<file path="config.mk">
export PLATFORM = sky130hd
export DESIGN_NAME = serial_addsub
export DESIGN_NICKNAME = d
export VERILOG_FILES = /design/src/rtl/serial_addsub_pkg.sv /design/src/rtl/serial_addsub_adder_chunk.sv /design/src/rtl/serial_addsub.sv
export SDC_FILE = /design/constraint.sdc
export NUM_CORES = 1
export LEC_CHECK = 0
export ABC_AREA = 1
export BUFFER_PORTS_ARGS = -buffer_cell sky130_fd_sc_hd__buf_2
export CAP_MARGIN = 20
export CORE_UTILIZATION = 35
export CTS_CLUSTER_DIAMETER = 30
export DETAILED_ROUTE_END_ITERATION = 12
export GPL_ROUTABILITY_DRIVEN = 1
export GPL_TIMING_DRIVEN = 0
export RECOVER_POWER = 50
export SLEW_MARGIN = 20
export SYNTH_ARGS = -nofsm -noshare
export SYNTH_HDL_FRONTEND = slang
export SYNTH_SLANG_ARGS = --single-unit
export TNS_END_PERCENT = 30
</file>
<file path="constraint.sdc">
create_clock -name clk -period 2.7 [get_ports clk]
set_input_delay 0.675 -clock clk [delete_from_list [all_inputs] [get_ports clk]]
set_output_delay 0.675 -clock clk [all_outputs]
set_load 0.05 [all_outputs]
</file>
<file path="src/rtl/serial_addsub_pkg.sv">
// ---------------------------------------------------------------------------
// serial_addsub_pkg
//   Shared types and helpers for the chunk-serial adder/subtractor.
//   - addsub_state_t : controller states (IDLE -> RUN -> DONE -> IDLE)
//   - cnt_width()    : width of the chunk counter for a given chunk count
// ---------------------------------------------------------------------------
package serial_addsub_pkg;

    typedef enum logic [1:0] {
        IDLE = 2'd0,
        RUN  = 2'd1,
        DONE = 2'd2
    } addsub_state_t;

    // The counter has to hold values 0..nchunk, so it needs one state more
    // than the number of chunks. The result is never narrower than one bit.
    function automatic int cnt_width(input int nchunk);
        int w;
        w = $clog2(nchunk + 1);
        if (w < 1) begin
            w = 1;
        end
        return w;
    endfunction

endpackage : serial_addsub_pkg

</file>
<file path="src/rtl/serial_addsub_adder_chunk.sv">
// ---------------------------------------------------------------------------
// full_adder / adder_chunk
//   Combinational building blocks for the serial adder/subtractor.
//
//   full_adder : one-bit full adder.
//     a, b, cin : inputs
//     s         : sum bit
//     cout      : carry out
//
//   adder_chunk #(CHUNK) : CHUNK-bit ripple of full_adder cells.
//     a, b   [CHUNK-1:0] : operand slices
//     cin                : carry into bit 0
//     s      [CHUNK-1:0] : sum slice
//     cout               : carry out of the top bit
//     c_msb              : carry into the top bit (for signed overflow)
// ---------------------------------------------------------------------------
module full_adder (
    input  logic a,
    input  logic b,
    input  logic cin,
    output logic s,
    output logic cout
);

    logic p;

    assign p    = a ^ b;
    assign s    = p ^ cin;
    assign cout = (a & b) | (cin & p);

endmodule : full_adder

module adder_chunk #(
    parameter int CHUNK = 4
) (
    input  logic [CHUNK-1:0] a,
    input  logic [CHUNK-1:0] b,
    input  logic             cin,
    output logic [CHUNK-1:0] s,
    output logic             cout,
    output logic             c_msb
);

    import serial_addsub_pkg::*;

    // c[i] is the carry into bit i; c[CHUNK] leaves the chunk.
    logic [CHUNK:0] c;

    assign c[0] = cin;

    for (genvar i = 0; i < CHUNK; i++) begin : g_fa
        full_adder u_fa (
            .a    (a[i]),
            .b    (b[i]),
            .cin  (c[i]),
            .s    (s[i]),
            .cout (c[i+1])
        );
    end

    assign cout  = c[CHUNK];
    assign c_msb = c[CHUNK-1];

endmodule : adder_chunk

</file>
<file path="src/rtl/serial_addsub.sv">
// ---------------------------------------------------------------------------
// serial_addsub
//   Multi-cycle WIDTH-bit adder/subtractor. Adds CHUNK bits per clock with a
//   small ripple adder and carries between chunks in a register, so a full
//   operation takes NCHUNK = WIDTH/CHUNK RUN cycles plus one DONE cycle.
//
// Parameters
//   WIDTH : operand/result width
//   CHUNK : bits processed per cycle, must divide WIDTH
//
// Ports
//   clk   in  1      clock, rising edge
//   rst   in  1      synchronous reset, active-low
//   start in  1      operation request, sampled only in IDLE
//   sub   in  1      0: a+b, 1: a-b (sampled with start)
//   a     in  WIDTH  operand A (sampled with start)
//   b     in  WIDTH  operand B (sampled with start)
//   busy  out 1      high while the chunks are being processed
//   done  out 1      one-cycle pulse when sum/cout/ovf are valid
//   sum   out WIDTH  result, held until the next accepted start
//   cout  out 1      carry out of the MSB (in sub mode: 1 = no borrow)
//   ovf   out 1      signed overflow
// ---------------------------------------------------------------------------
module serial_addsub
    import serial_addsub_pkg::*;
#(
    parameter int WIDTH = 32,
    parameter int CHUNK = 4
) (
    input  logic             clk,
    input  logic             rst,
    input  logic             start,
    input  logic             sub,
    input  logic [WIDTH-1:0] a,
    input  logic [WIDTH-1:0] b,
    output logic             busy,
    output logic             done,
    output logic [WIDTH-1:0] sum,
    output logic             cout,
    output logic             ovf
);

    localparam int NCHUNK = WIDTH / CHUNK;
    localparam int CNT_W  = cnt_width(NCHUNK);

    if ((WIDTH % CHUNK) != 0) begin : g_chunk_check
        $error("serial_addsub: WIDTH (%0d) must be a multiple of CHUNK (%0d)", WIDTH, CHUNK);
    end

    // -----------------------------------------------------------------------
    // State
    // -----------------------------------------------------------------------
    addsub_state_t state;
    addsub_state_t state_nxt;

    logic [WIDTH-1:0] opa;
    logic [WIDTH-1:0] opb;
    logic             carry;
    logic [CNT_W-1:0] cnt;
    logic [WIDTH-1:0] sum_r;
    logic             cout_r;
    logic             ovf_r;

    // -----------------------------------------------------------------------
    // Chunk adder on the low slice of the operand shift registers
    // -----------------------------------------------------------------------
    logic [CHUNK-1:0] ch_s;
    logic             ch_cout;
    logic             ch_cmsb;

    adder_chunk #(
        .CHUNK (CHUNK)
    ) u_chunk (
        .a     (opa[CHUNK-1:0]),
        .b     (opb[CHUNK-1:0]),
        .cin   (carry),
        .s     (ch_s),
        .cout  (ch_cout),
        .c_msb (ch_cmsb)
    );

    // Shifts are written through a widened concatenation so that the
    // CHUNK == WIDTH case (no bits left over) needs no special casing.
    logic [WIDTH+CHUNK-1:0] sum_cat;
    logic [WIDTH+CHUNK-1:0] opa_cat;
    logic [WIDTH+CHUNK-1:0] opb_cat;
    logic [WIDTH-1:0]       sum_shift;
    logic [WIDTH-1:0]       opa_shift;
    logic [WIDTH-1:0]       opb_shift;
    logic                   last_chunk;

    assign sum_cat   = {ch_s, sum_r};
    assign opa_cat   = {{CHUNK{1'b0}}, opa};
    assign opb_cat   = {{CHUNK{1'b0}}, opb};
    assign sum_shift = sum_cat[WIDTH+CHUNK-1:CHUNK];
    assign opa_shift = opa_cat[WIDTH+CHUNK-1:CHUNK];
    assign opb_shift = opb_cat[WIDTH+CHUNK-1:CHUNK];

    assign last_chunk = (cnt == CNT_W'(NCHUNK - 1));

    // -----------------------------------------------------------------------
    // Controller: state register
    // -----------------------------------------------------------------------
    always_ff @(posedge clk) begin
        if (!rst) begin
            state <= IDLE;
        end else begin
            state <= state_nxt;
        end
    end

    // -----------------------------------------------------------------------
    // Controller: next state and status outputs
    // -----------------------------------------------------------------------
    always_comb begin
        state_nxt = state;
        busy      = 1'b0;
        done      = 1'b0;
        case (state)
            IDLE: begin
                if (start) begin
                    state_nxt = RUN;
                end
            end
            RUN: begin
                busy = 1'b1;
                if (last_chunk) begin
                    state_nxt = DONE;
                end
            end
            DONE: begin
                done      = 1'b1;
                state_nxt = IDLE;
            end
            default: begin
                state_nxt = IDLE;
            end
        endcase
    end

    // -----------------------------------------------------------------------
    // Datapath: operand capture, chunk stepping, result capture
    // -----------------------------------------------------------------------
    always_ff @(posedge clk) begin
        if (!rst) begin
            opa    <= '0;
            opb    <= '0;
            carry  <= 1'b0;
            cnt    <= '0;
            sum_r  <= '0;
            cout_r <= 1'b0;
            ovf_r  <= 1'b0;
        end else begin
            case (state)
                IDLE: begin
                    if (start) begin
                        // Subtraction is a + ~b + 1: invert B and seed the
                        // carry with 1.
                        opa    <= a;
                        opb    <= sub ? ~b : b;
                        carry  <= sub;
                        cnt    <= '0;
                        sum_r  <= '0;
                        cout_r <= 1'b0;
                        ovf_r  <= 1'b0;
                    end
                end
                RUN: begin
                    sum_r <= sum_shift;
                    opa   <= opa_shift;
                    opb   <= opb_shift;
                    carry <= ch_cout;
                    cnt   <= cnt + CNT_W'(1);
                    if (last_chunk) begin
                        cout_r <= ch_cout;
                        ovf_r  <= ch_cmsb ^ ch_cout;
                    end
                end
                default: begin
                end
            endcase
        end
    end

    assign sum  = sum_r;
    assign cout = cout_r;
    assign ovf  = ovf_r;

endmodule : serial_addsub

</file>
==> impl_metrics.py, run 1 <==
metrics = {
    "cts": {
        "cts-root-to-sink-buffers": 2,
        "cts_buffers": 9,
        "clk_root_buffer_cell": "sky130_fd_sc_hd__clkbuf_16",
        "post_cts_resize_count": 0,
        "cts_hold_buf": 0,
        "clkLatencyLatePin_ns": 0.35,
        "cts_tree": "done",
        "worst_path_clk_slew_ns": 0.07,
        "postCtsSetupBuffers": 0,
        "h-tree-depth": 3,
        "numClockSinks": 105,
    },
    "die": {
        "die_h_um": 120.5,
        "die_area_um2": 14520,
        "ios": 104,
        "coreArea_um2": 13450,
        "fp_rows": 42,
        "die_width_um": 120.5,
        "initial_cell_density_of_the_core_pct": 36.52,
    },
    "timing": {
        "finalHoldViolations": 0,
        "period_needed_ns": 2.488,
        "slew_violations": 0,
        "final_setup_violation_count": 0,
        "worstMarginPinSlew_ns": 0.5640,
        "min_period_over_period_pct": 92.15,
        "fin_tns_setup_ns": 0,
        "slew_headroom_pct": 62.40,
        "grt_setup_unrepaired": "false",
        "max_freq_mhz": 401.9,
        "final.hold.worst_slack_ns": 0.4604,
        "clock_skew_ns": 0.007653,
    },
    "route": {
        "detailedRoute.firstPassIterationCount": 4,
        "number_of_nets_still_failing_antenna_checks_after_routing": 0,
        "drcViolationCount": 0,
        "detail_route.wirelength_mm": 12.50,
        "dr_total_vias": 4738,
        "detailedRoute.firstIterationViolations": 221,
        "drt_via_density": 4.622,
        "drt-wirelength-per-cell_um": 12.19,
    },
    "logic_synthesis": {
        "synth_seq_area_share_pct": 42.78,
        "synthDistinctLibCells": 23,
        "synthDominantAreaCellType": "sky130_fd_sc_hd__dfxtp_1",
        "synth.top_cells.by_area": "sky130_fd_sc_hd__dfxtp_1 (43%), sky130_fd_sc_hd__nand2_1 (20%), sky130_fd_sc_hd__a21oi_1 (7.0%)",
        "postSynthNetCount": 805,
        "syn-mean-instance-area_um2": 6.712,
        "synth_edf_count": 0,
        "ys.warnings.count": 0,
        "synth.top_cell.area_share_pct": 42.78,
        "yosys_register_bits": 105,
        "post-synth-top-count-cell": "sky130_fd_sc_hd__nand2_1",
        "synth_cells": 732,
        "netlist_area_um2": 4913,
        "yosys_most_used_dff": "sky130_fd_sc_hd__dfxtp_1",
        "synth.top_cells.by_count": "sky130_fd_sc_hd__nand2_1 (260), sky130_fd_sc_hd__dfxtp_1 (105), sky130_fd_sc_hd__a21oi_1 (69), sky130_fd_sc_hd__nor2_1 (69), sky130_fd_sc_hd__o21ai_0 (64)",
        "async_flop_share_pct": 0,
    },
    "placement": {
        "dp.final_hpwl_mm": 9.125,
        "placement.io_buffers": 102,
        "gp_congestion": 0.7640,
    },
    "setup_path": {
        "critPathCapture": "carry",
        "worstReg2RegEnd": "carry",
        "path_max_fanout": 3,
        "cp_launch_point": "carry",
        "cp_data_required_time_ns": 2.94,
        "timing.critical_path.from_type": "register",
        "worst_ep_arrival_time_ns": 2.73,
        "crit_path_end_kind": "register",
        "setup.reg_to_reg.worst_slack_ns": 0.21,
        "worst-r2r-cell-count": 10,
        "regToRegStartpoint": "carry",
        "timing.setup.critical_path_class": "reg2reg",
    },
    "pwr": {
        "pwr_density_cell_nw_per_um2": 605.5,
        "power.static_leakage_nw": 2.813,
        "power.share.sequential_pct": 47.9,
        "power.internal_mw": 2.584,
        "power.share.switching_pct": 27.46,
        "irDropWorstVdd_mv": 0.3478,
        "clock_power_share_pct": 35.5,
        "share_comb_of_total_power_pct": 16.6,
        "p_switching_uw": 978.5,
        "report.power.total_mw": 3.563,
    },
    "hold_path": {
        "hp-class": "reg2reg",
    },
    "global_route": {
        "grt_max_degree": 16,
        "grt_antenna_before_repair": 0,
        "grt_pass1_vias": 4351,
        "overflow": 0,
        "grt_first_pass_wirelength_mm": 20.72,
        "gr-usage-all-layers_pct": 18.07,
    },
    "layout": {
        "syn_to_final_growth_pct": 19.76,
        "layout-drive-gt1-share_pct": 18.02,
        "nNetsFinal": 918,
        "antennaDiodeCount": 0,
    },
    "outcome": {
        "outcome": "completed",
    },
    "run": {
        "max_cap_viol_count": 0,
    },
}
## layer usage
layer	share of wire (%)	routed length [um]	vias to the layer above	global-route usage, %
met5	0	0	-	0
met4	1.2	146	0	5.093
met3	4.6	569	11	3.491
met2	46	5695	91	28.99
met1	49	6087	2118	24.63
li1	-	-	2518	-
## critical path, cell delays in order (launching register included)
cell and delay [ns]:
sky130_fd_sc_hd__dfxtp_1 0.31, sky130_fd_sc_hd__inv_1 0.07, sky130_fd_sc_hd__fa_1 0.17, sky130_fd_sc_hd__inv_1 0.05, sky130_fd_sc_hd__fa_1 0.45, sky130_fd_sc_hd__fa_1 0.50, sky130_fd_sc_hd__fa_1 0.47, sky130_fd_sc_hd__nand2_1 0.13
sky130_fd_sc_hd__o21ai_0 0.09, sky130_fd_sc_hd__nor2_1 0.09, sky130_fd_sc_hd__nor2_1 0.04
## cell families after synthesis
family	count (synthesis)	synth area share, %
xor+xnor	5	0.8912
simple gates	394	32.57
buf+inv	90	8.327
flops	105	42.78
compound gates	133	13.55
fa+ha+maj	5	1.884
## final cells by class
| class | instances | area [um2] |
|---|---|---|
| Tap cell | 176 | 220.2 |
| Clock inverter | 3 | 42.54 |
| Multi-Input combinational cell | 537 | 2400 |
| Fill cell | 1491 | 7569 |
| Clock buffer | 12 | 236.5 |
| Inverter | 39 | 147.6 |
| Timing Repair Buffer | 102 | 510.5 |
| Sequential cell | 105 | 2102 |
| Buffer | 51 | 225.2 |
## worst min-delay path by stage
stage / from / to / cells past startpoint
3_3_place_gp: sum[0] / sum[0] / 2
6_report: sum[0] / sum[0] / 2
3_5_place_dp: sum[0] / sum[0] / 2
4_1_cts: sum[0] / sum[0] / 2
5_1_grt: opb[31] / opb[31] / 2
2_1_floorplan: opb[28] / opb[28] / 2
## power by group through the flow
stage / Sequential, mW / Combinational (mW) / Clock, mW
floorplan: 1.76 / 0.401 / 0
global placement: 1.74 / 0.606 / 0
detailed placement: 1.74 / 0.609 / 0
CTS: 1.71 / 0.612 / 1.29
global route: 1.72 / 0.680 / 1.35
finish: 1.71 / 0.593 / 1.26
## flip-flops by register name (all words and copies together) (netlist names)
| name | cells |
|---|---|
| opb | 32 |
| ovf | 1 |
| cout | 1 |
| cnt | 4 |
| opa | 32 |
| sum | 32 |
| state | 2 |
| carry | 1 |
## metrics by stage
stage	worst slack (ns)	instance area, um2	std cells	utilization [%]
after floorplan	0.3632	4913	732	-
after global placement	0.2325	5644	1010	41.96
after detailed placement	0.2110	5644	1010	41.96
after CTS	0.1982	5923	1025	44.03
after global routing	0.02651	5884	1025	43.74
final	0.2120	5884	1025	43.74
## placed cells by master (no fill, tap or decap)
master / n
sky130_fd_sc_hd__nand2_1: 261
sky130_fd_sc_hd__buf_2: 115
sky130_fd_sc_hd__dfxtp_1: 105
sky130_fd_sc_hd__nor2_1: 69
sky130_fd_sc_hd__a21oi_1: 69
sky130_fd_sc_hd__o21ai_0: 64
sky130_fd_sc_hd__inv_1: 38
sky130_fd_sc_hd__clkbuf_1: 35
sky130_fd_sc_hd__nand3_1: 34
sky130_fd_sc_hd__or2_2: 18
sky130_fd_sc_hd__clkbuf_16: 9
sky130_fd_sc_hd__or2_0: 5
sky130_fd_sc_hd__or2_1: 5
sky130_fd_sc_hd__xor2_1: 5
sky130_fd_sc_hd__buf_4: 4
sky130_fd_sc_hd__fa_1: 4
sky130_fd_sc_hd__clkbuf_2: 2
sky130_fd_sc_hd__nor2_2: 1
sky130_fd_sc_hd__clkinvlp_2: 1
sky130_fd_sc_hd__nand3b_1: 1
sky130_fd_sc_hd__ha_1: 1
sky130_fd_sc_hd__bufinv_16: 1
sky130_fd_sc_hd__clkinvlp_4: 1
sky130_fd_sc_hd__clkinv_2: 1
(Power assumes the default switching activity.)
==> inputs of run 2 (changes only) <==
Settings changed: CORE_MARGIN from default to 3, CTS_BUF_LIST from default to sky130_fd_sc_hd__clkbuf_16.
==> impl_metrics.py, run 2 (synthesis gave the netlist of run 1 again) <==
metrics = {
    "setup_path": {
        "setup.reg_to_reg.worst_slack_ns": 0.21,
        "critical_path.max_stage_delay_ns": 0.50,
        "worst-r2r-cell-count": 10,
        "worstReg2RegEnd": "carry",
        "crit_path_end_kind": "register",
        "regToRegStartpoint": "opb[0]",
        "path_max_fanout": 3,
        "critical_path.most_common_cell": "sky130_fd_sc_hd__fa_1",
        "cp_cell_sequence": "inv_1 > fa_1 > inv_1 > fa_1 > fa_1 > fa_1 > nand2_1 > o21ai_0 > nor2_1 > nor2_1",
        "timing.setup.critical_path_class": "reg2reg",
        "slowest_stage": "sky130_fd_sc_hd__fa_1",
        "timing.critical_path.from_type": "register",
        "worst_ep_arrival_time_ns": 2.73,
        "cp_data_required_time_ns": 2.93,
    },
    "run": {
        "max_cap_viol_count": 0,
    },
    "route": {
        "drcViolationCount": 0,
        "dr_total_vias": 4729,
        "drt-wirelength-per-cell_um": 12.37,
        "detail_route.wirelength_mm": 12.69,
        "detailedRoute.firstPassIterationCount": 4,
        "drt_via_density": 4.609,
        "number_of_nets_still_failing_antenna_checks_after_routing": 0,
        "detailedRoute.firstIterationViolations": 305,
    },
    "placement": {
        "placed_cells": 1010,
        "gp_congestion": 0.7781,
        "dp.final_hpwl_mm": 9.380,
        "post_dp_cell_area_um2": 5644,
        "dp_slack_ns": 0.2166,
        "placement.io_buffers": 102,
    },
    "cts": {
        "post_cts_resize_count": 0,
        "cts_hold_buf": 0,
        "clk_root_buffer_cell": "sky130_fd_sc_hd__clkbuf_16",
        "cts-root-to-sink-buffers": 2,
        "worst_path_clk_slew_ns": 0.07,
        "numClockSinks": 105,
        "postCtsSetupBuffers": 0,
        "cts_tree": "done",
        "cts_buffers": 9,
        "h-tree-depth": 3,
        "clkLatencyLatePin_ns": 0.34,
    },
    "hold_path": {
        "min_path_cells": 2,
        "hp-class": "reg2reg",
        "min_delay_worst_endpoint": "sum[1]",
        "hold_start": "sum[1]",
    },
    "layout": {
        "post-route-util_pct": 43.64,
        "nNetsFinal": 918,
        "multi_input_comb_area_um2": 2397,
        "final_common_cell": "sky130_fd_sc_hd__nand2_1",
        "final_design_area_no_fill_um2": 5893,
        "syn_to_final_growth_pct": 19.94,
        "sequential_cell_area_um2": 2102,
        "layout-drive-gt1-share_pct": 18.24,
        "antennaDiodeCount": 0,
        "instances_no_fill": 1026,
        "layout_common_cells": "sky130_fd_sc_hd__nand2_1 (261), sky130_fd_sc_hd__buf_2 (116), sky130_fd_sc_hd__dfxtp_1 (105), sky130_fd_sc_hd__nor2_1 (70), sky130_fd_sc_hd__a21oi_1 (69)",
        "final.fill_count": 1473,
    },
    "die": {
        "die_area_um2": 15500,
        "initial_cell_density_of_the_core_pct": 36.38,
        "fp_rows": 42,
        "ios": 104,
        "coreArea_um2": 13510,
        "die_width_um": 124.5,
        "die_h_um": 124.5,
    },
    "outcome": {
        "outcome": "completed",
    },
    "pwr": {
        "report.power.total_mw": 3.577,
        "pwr_density_cell_nw_per_um2": 607.0,
        "power.static_leakage_nw": 2.831,
        "irDropWorstVdd_mv": 0.3229,
    },
    "timing": {
        "final_setup_violation_count": 0,
        "slew_headroom_pct": 61.05,
        "max_freq_mhz": 401.0,
        "min_period_over_period_pct": 92.37,
        "finalHoldViolations": 0,
        "worst_slack_ns": 0.2060,
        "grt_setup_unrepaired": "false",
        "period_needed_ns": 2.494,
        "slew_violations": 0,
        "worstMarginPinSlew_ns": 0.5843,
        "final.hold.worst_slack_ns": 0.4595,
        "clock_skew_ns": 0.006931,
        "fin_tns_setup_ns": 0,
    },
    "global_route": {
        "overflow": 0,
        "grt_pass1_vias": 4598,
        "grt_antenna_before_repair": 0,
        "grt_first_pass_wirelength_mm": 21.94,
        "grt_max_degree": 17,
        "gr-usage-all-layers_pct": 16.80,
    },
}
## run 2: changes by cell type in the layout (fill, tap and decap cells not counted), sizes merged
cell    before  now
buf        119  120
clkinv       1    3
clkbuf      46   42
inv         38   40
## run 2: critical path: cells and delay by family (launching register included)
family,cells,cell delay [ns]
adder cells (fa/ha/maj),4,1.60
flip-flops,1,0.31
AND/OR/NAND/NOR,3,0.27
buffers and inverters,2,0.12
AO/OA/AOI/OAI,1,0.09
## run 2: where the power goes
group	switching (mW)	internal [mW]
clock	0.567	0.711
combinational	0.375	0.217
sequential	0.0538	1.65
total	0.996	2.58
## run 2: worst max path at each step
stage	to	start
after floorplan	carry	carry
after global placement	ovf	carry
final	carry	opb[0]
after global routing	carry	carry
after CTS	carry	carry
after detailed placement	carry	carry
## run 2: final cells by class
cell class | count | share of cell area (%)
buffer | 51 | 3.843
inverter | 39 | 2.505
multi-input combinational | 537 | 40.68
sequential | 105 | 35.67
tap | 176 | 3.737
clock inverter | 7 | 1.083
clock buffer | 9 | 3.822
timing repair buffer | 102 | 8.662
## run 2: routing by layer
| layer | vias to the layer above | part of all wire [%] | global-route usage [%] |
|---|---|---|---|
| met5 | - | 0 | 0 |
| met4 | 0 | 1.2 | 4.320 |
| met3 | 13 | 4.6 | 3.859 |
| met2 | 103 | 45 | 27.13 |
| met1 | 2085 | 50 | 22.73 |
| li1 | 2528 | - | - |
==> inputs of run 3 (changes only) <==
Settings changed: CORE_UTILIZATION 35 to 44, PLACE_DENSITY from default to 0.67, REMOVE_ABC_BUFFERS from default to 1, SLEW_MARGIN 20 to default.
==> impl_metrics.py, run 3 (synthesis gave the netlist of run 1 again) <==
metrics = {
    "outcome": {
        "outcome": "completed",
    },
    "hold_path": {
        "hp-class": "reg2reg",
    },
    "layout": {
        "syn_to_final_growth_pct": 15.71,
        "layout_common_cells": "sky130_fd_sc_hd__nand2_1 (259), sky130_fd_sc_hd__dfxtp_1 (104), sky130_fd_sc_hd__nor2_1 (69), sky130_fd_sc_hd__a21oi_1 (69), sky130_fd_sc_hd__buf_2 (65)",
        "layout-drive-gt1-share_pct": 13.95,
        "nNetsFinal": 871,
        "post-route-util_pct": 53.63,
        "final.fill_count": 1115,
        "antennaDiodeCount": 0,
        "final_common_cell": "sky130_fd_sc_hd__nand2_1",
        "instances_no_fill": 939,
    },
    "timing": {
        "max_freq_mhz": 375.0,
        "final_setup_violation_count": 0,
        "slew_violations": 0,
        "worstMarginPinSlew_ns": 1.231,
        "worst_slack_ns": 0.03313,
        "clock_skew_ns": 0.006048,
        "grt_setup_unrepaired": "true",
        "finalHoldViolations": 0,
        "min_period_over_period_pct": 98.77,
        "period_needed_ns": 2.667,
        "slew_headroom_pct": 17.96,
    },
    "setup_path": {
        "cp_launch_point": "state[0]",
        "regToRegStartpoint": "carry",
        "worst-r2r-cell-count": 10,
        "timing.critical_path.from_type": "register",
        "worstReg2RegEnd": "carry",
        "setup.reg_to_reg.worst_slack_ns": 0.13,
        "crit_path_end_kind": "primary output",
        "timing.setup.critical_path_class": "reg2out",
        "path_max_fanout": 37,
        "cp_data_required_time_ns": 2.03,
        "worst_ep_arrival_time_ns": 1.99,
        "critPathCapture": "busy",
    },
    "route": {
        "detailedRoute.firstPassIterationCount": 5,
        "dr_total_vias": 4667,
        "drt-wirelength-per-cell_um": 12.40,
        "drcViolationCount": 0,
        "number_of_nets_still_failing_antenna_checks_after_routing": 0,
        "detailedRoute.firstIterationViolations": 392,
        "drt_via_density": 4.970,
        "detail_route.wirelength_mm": 11.65,
    },
    "placement": {
        "gp_congestion": 0.7876,
        "placement.io_buffers": 103,
        "dp.final_hpwl_mm": 7.045,
        "dp_slack_ns": -0.1137,
        "placed_cells": 923,
    },
    "global_route": {
        "gr-usage-all-layers_pct": 18.50,
        "grt_pass1_vias": 4330,
        "grt_antenna_before_repair": 0,
        "grt_max_degree": 93,
        "overflow": 0,
        "grt_first_pass_wirelength_mm": 19.62,
    },
    "cts": {
        "clk_root_buffer_cell": "sky130_fd_sc_hd__clkbuf_16",
        "worst_path_clk_slew_ns": 0.08,
        "numClockSinks": 105,
        "cts_buffers": 9,
        "cts-root-to-sink-buffers": 2,
        "cts_tree": "done",
        "clkLatencyLatePin_ns": 0.34,
        "h-tree-depth": 3,
    },
    "die": {
        "die_area_um2": 12470,
        "die_h_um": 111.7,
        "die_width_um": 111.7,
        "ios": 104,
        "initial_cell_density_of_the_core_pct": 46.35,
        "coreArea_um2": 10600,
        "fp_rows": 37,
    },
    "run": {
        "max_cap_viol_count": 0,
    },
    "pwr": {
        "power.static_leakage_nw": 2.600,
        "pwr_density_cell_nw_per_um2": 629.0,
        "irDropWorstVdd_mv": 0.3433,
    },
}
==> run 3: layer usage <==
| metal | global-route usage, % | routed length, um | vias to the layer above |
|---|---|---|---|
| met3 | 2.772 | 700 | 15 |
| met5 | 0 | 0 | - |
| met4 | 5.921 | 163 | 0 |
| li1 | - | - | 2428 |
| met1 | 24.25 | 5460 | 2099 |
| met2 | 31.37 | 5321 | 125 |
==> run 3: worst min-delay path by stage <==
stage / from / endpoint / slack (ns) / cells past startpoint
3_3_place_gp: sum[1] / sum[1] / 0.44 / 2
2_1_floorplan: opb[28] / opb[28] / 0.44 / 2
5_1_grt: opb[31] / opb[31] / 0.49 / 2
6_report: sum[2] / sum[2] / 0.46 / 2
3_5_place_dp: sum[2] / sum[2] / 0.45 / 2
4_1_cts: opa[30] / opa[30] / 0.47 / 2
==> run 3: cell type report <==
type                       count  area (um2)  area share (%)
tap                          136       170.2           2.993
sequential                   105        2103           36.99
inverter                      39       153.9           2.707
clock inverter                 7       67.56           1.188
clock buffer                   9       225.2           3.961
multi-input combinational    537        2424           42.63
timing repair buffer         106       541.8           9.529
==> run 3: repair_timing <==
action,4_1_cts,5_1_grt
hold endpoints to repair,0,0
hold buffers,0,0
gates cloned,0,0
pin swaps,0,0
endpoints found under the setup margin,70,71
buffers inserted,0,0
gates resized for setup,4,4
==> run 3: where the power goes <==
| group | leakage (nW) | internal [mW] | switching [mW] |
|---|---|---|---|
| logic | 1.59 | 0.204 | 0.362 |
| clock network | 0.143 | 0.657 | 0.650 |
| registers | 0.863 | 1.65 | 0.0506 |
| total | 2.60 | 2.51 | 1.06 |
==> run 3: critical path, cell delays in order, from the launching register on <==
cell and delay, ns:
sky130_fd_sc_hd__dfxtp_2 0.38, sky130_fd_sc_hd__inv_4 0.12, sky130_fd_sc_hd__nor2_4 0.61, sky130_fd_sc_hd__buf_12 0.28, sky130_fd_sc_hd__buf_4 0.23
==> run 3: stage by stage <==
step / total power [mW] / instance area (um2) / TNS [ns] / hold slack [ns]
6_report: 3.576 / 5685 / 0 / 0.4631
5_1_grt: 3.752 / 5685 / -0.09327 / 0.4851
4_1_cts: 3.614 / 5720 / 0 / 0.4659
3_5_place_dp: 2.306 / 5419 / -3.177 / 0.4542
3_3_place_gp: 2.279 / 5339 / -198.11 / 0.4449
2_1_floorplan: 2.103 / 4653 / -33.31 / 0.4405
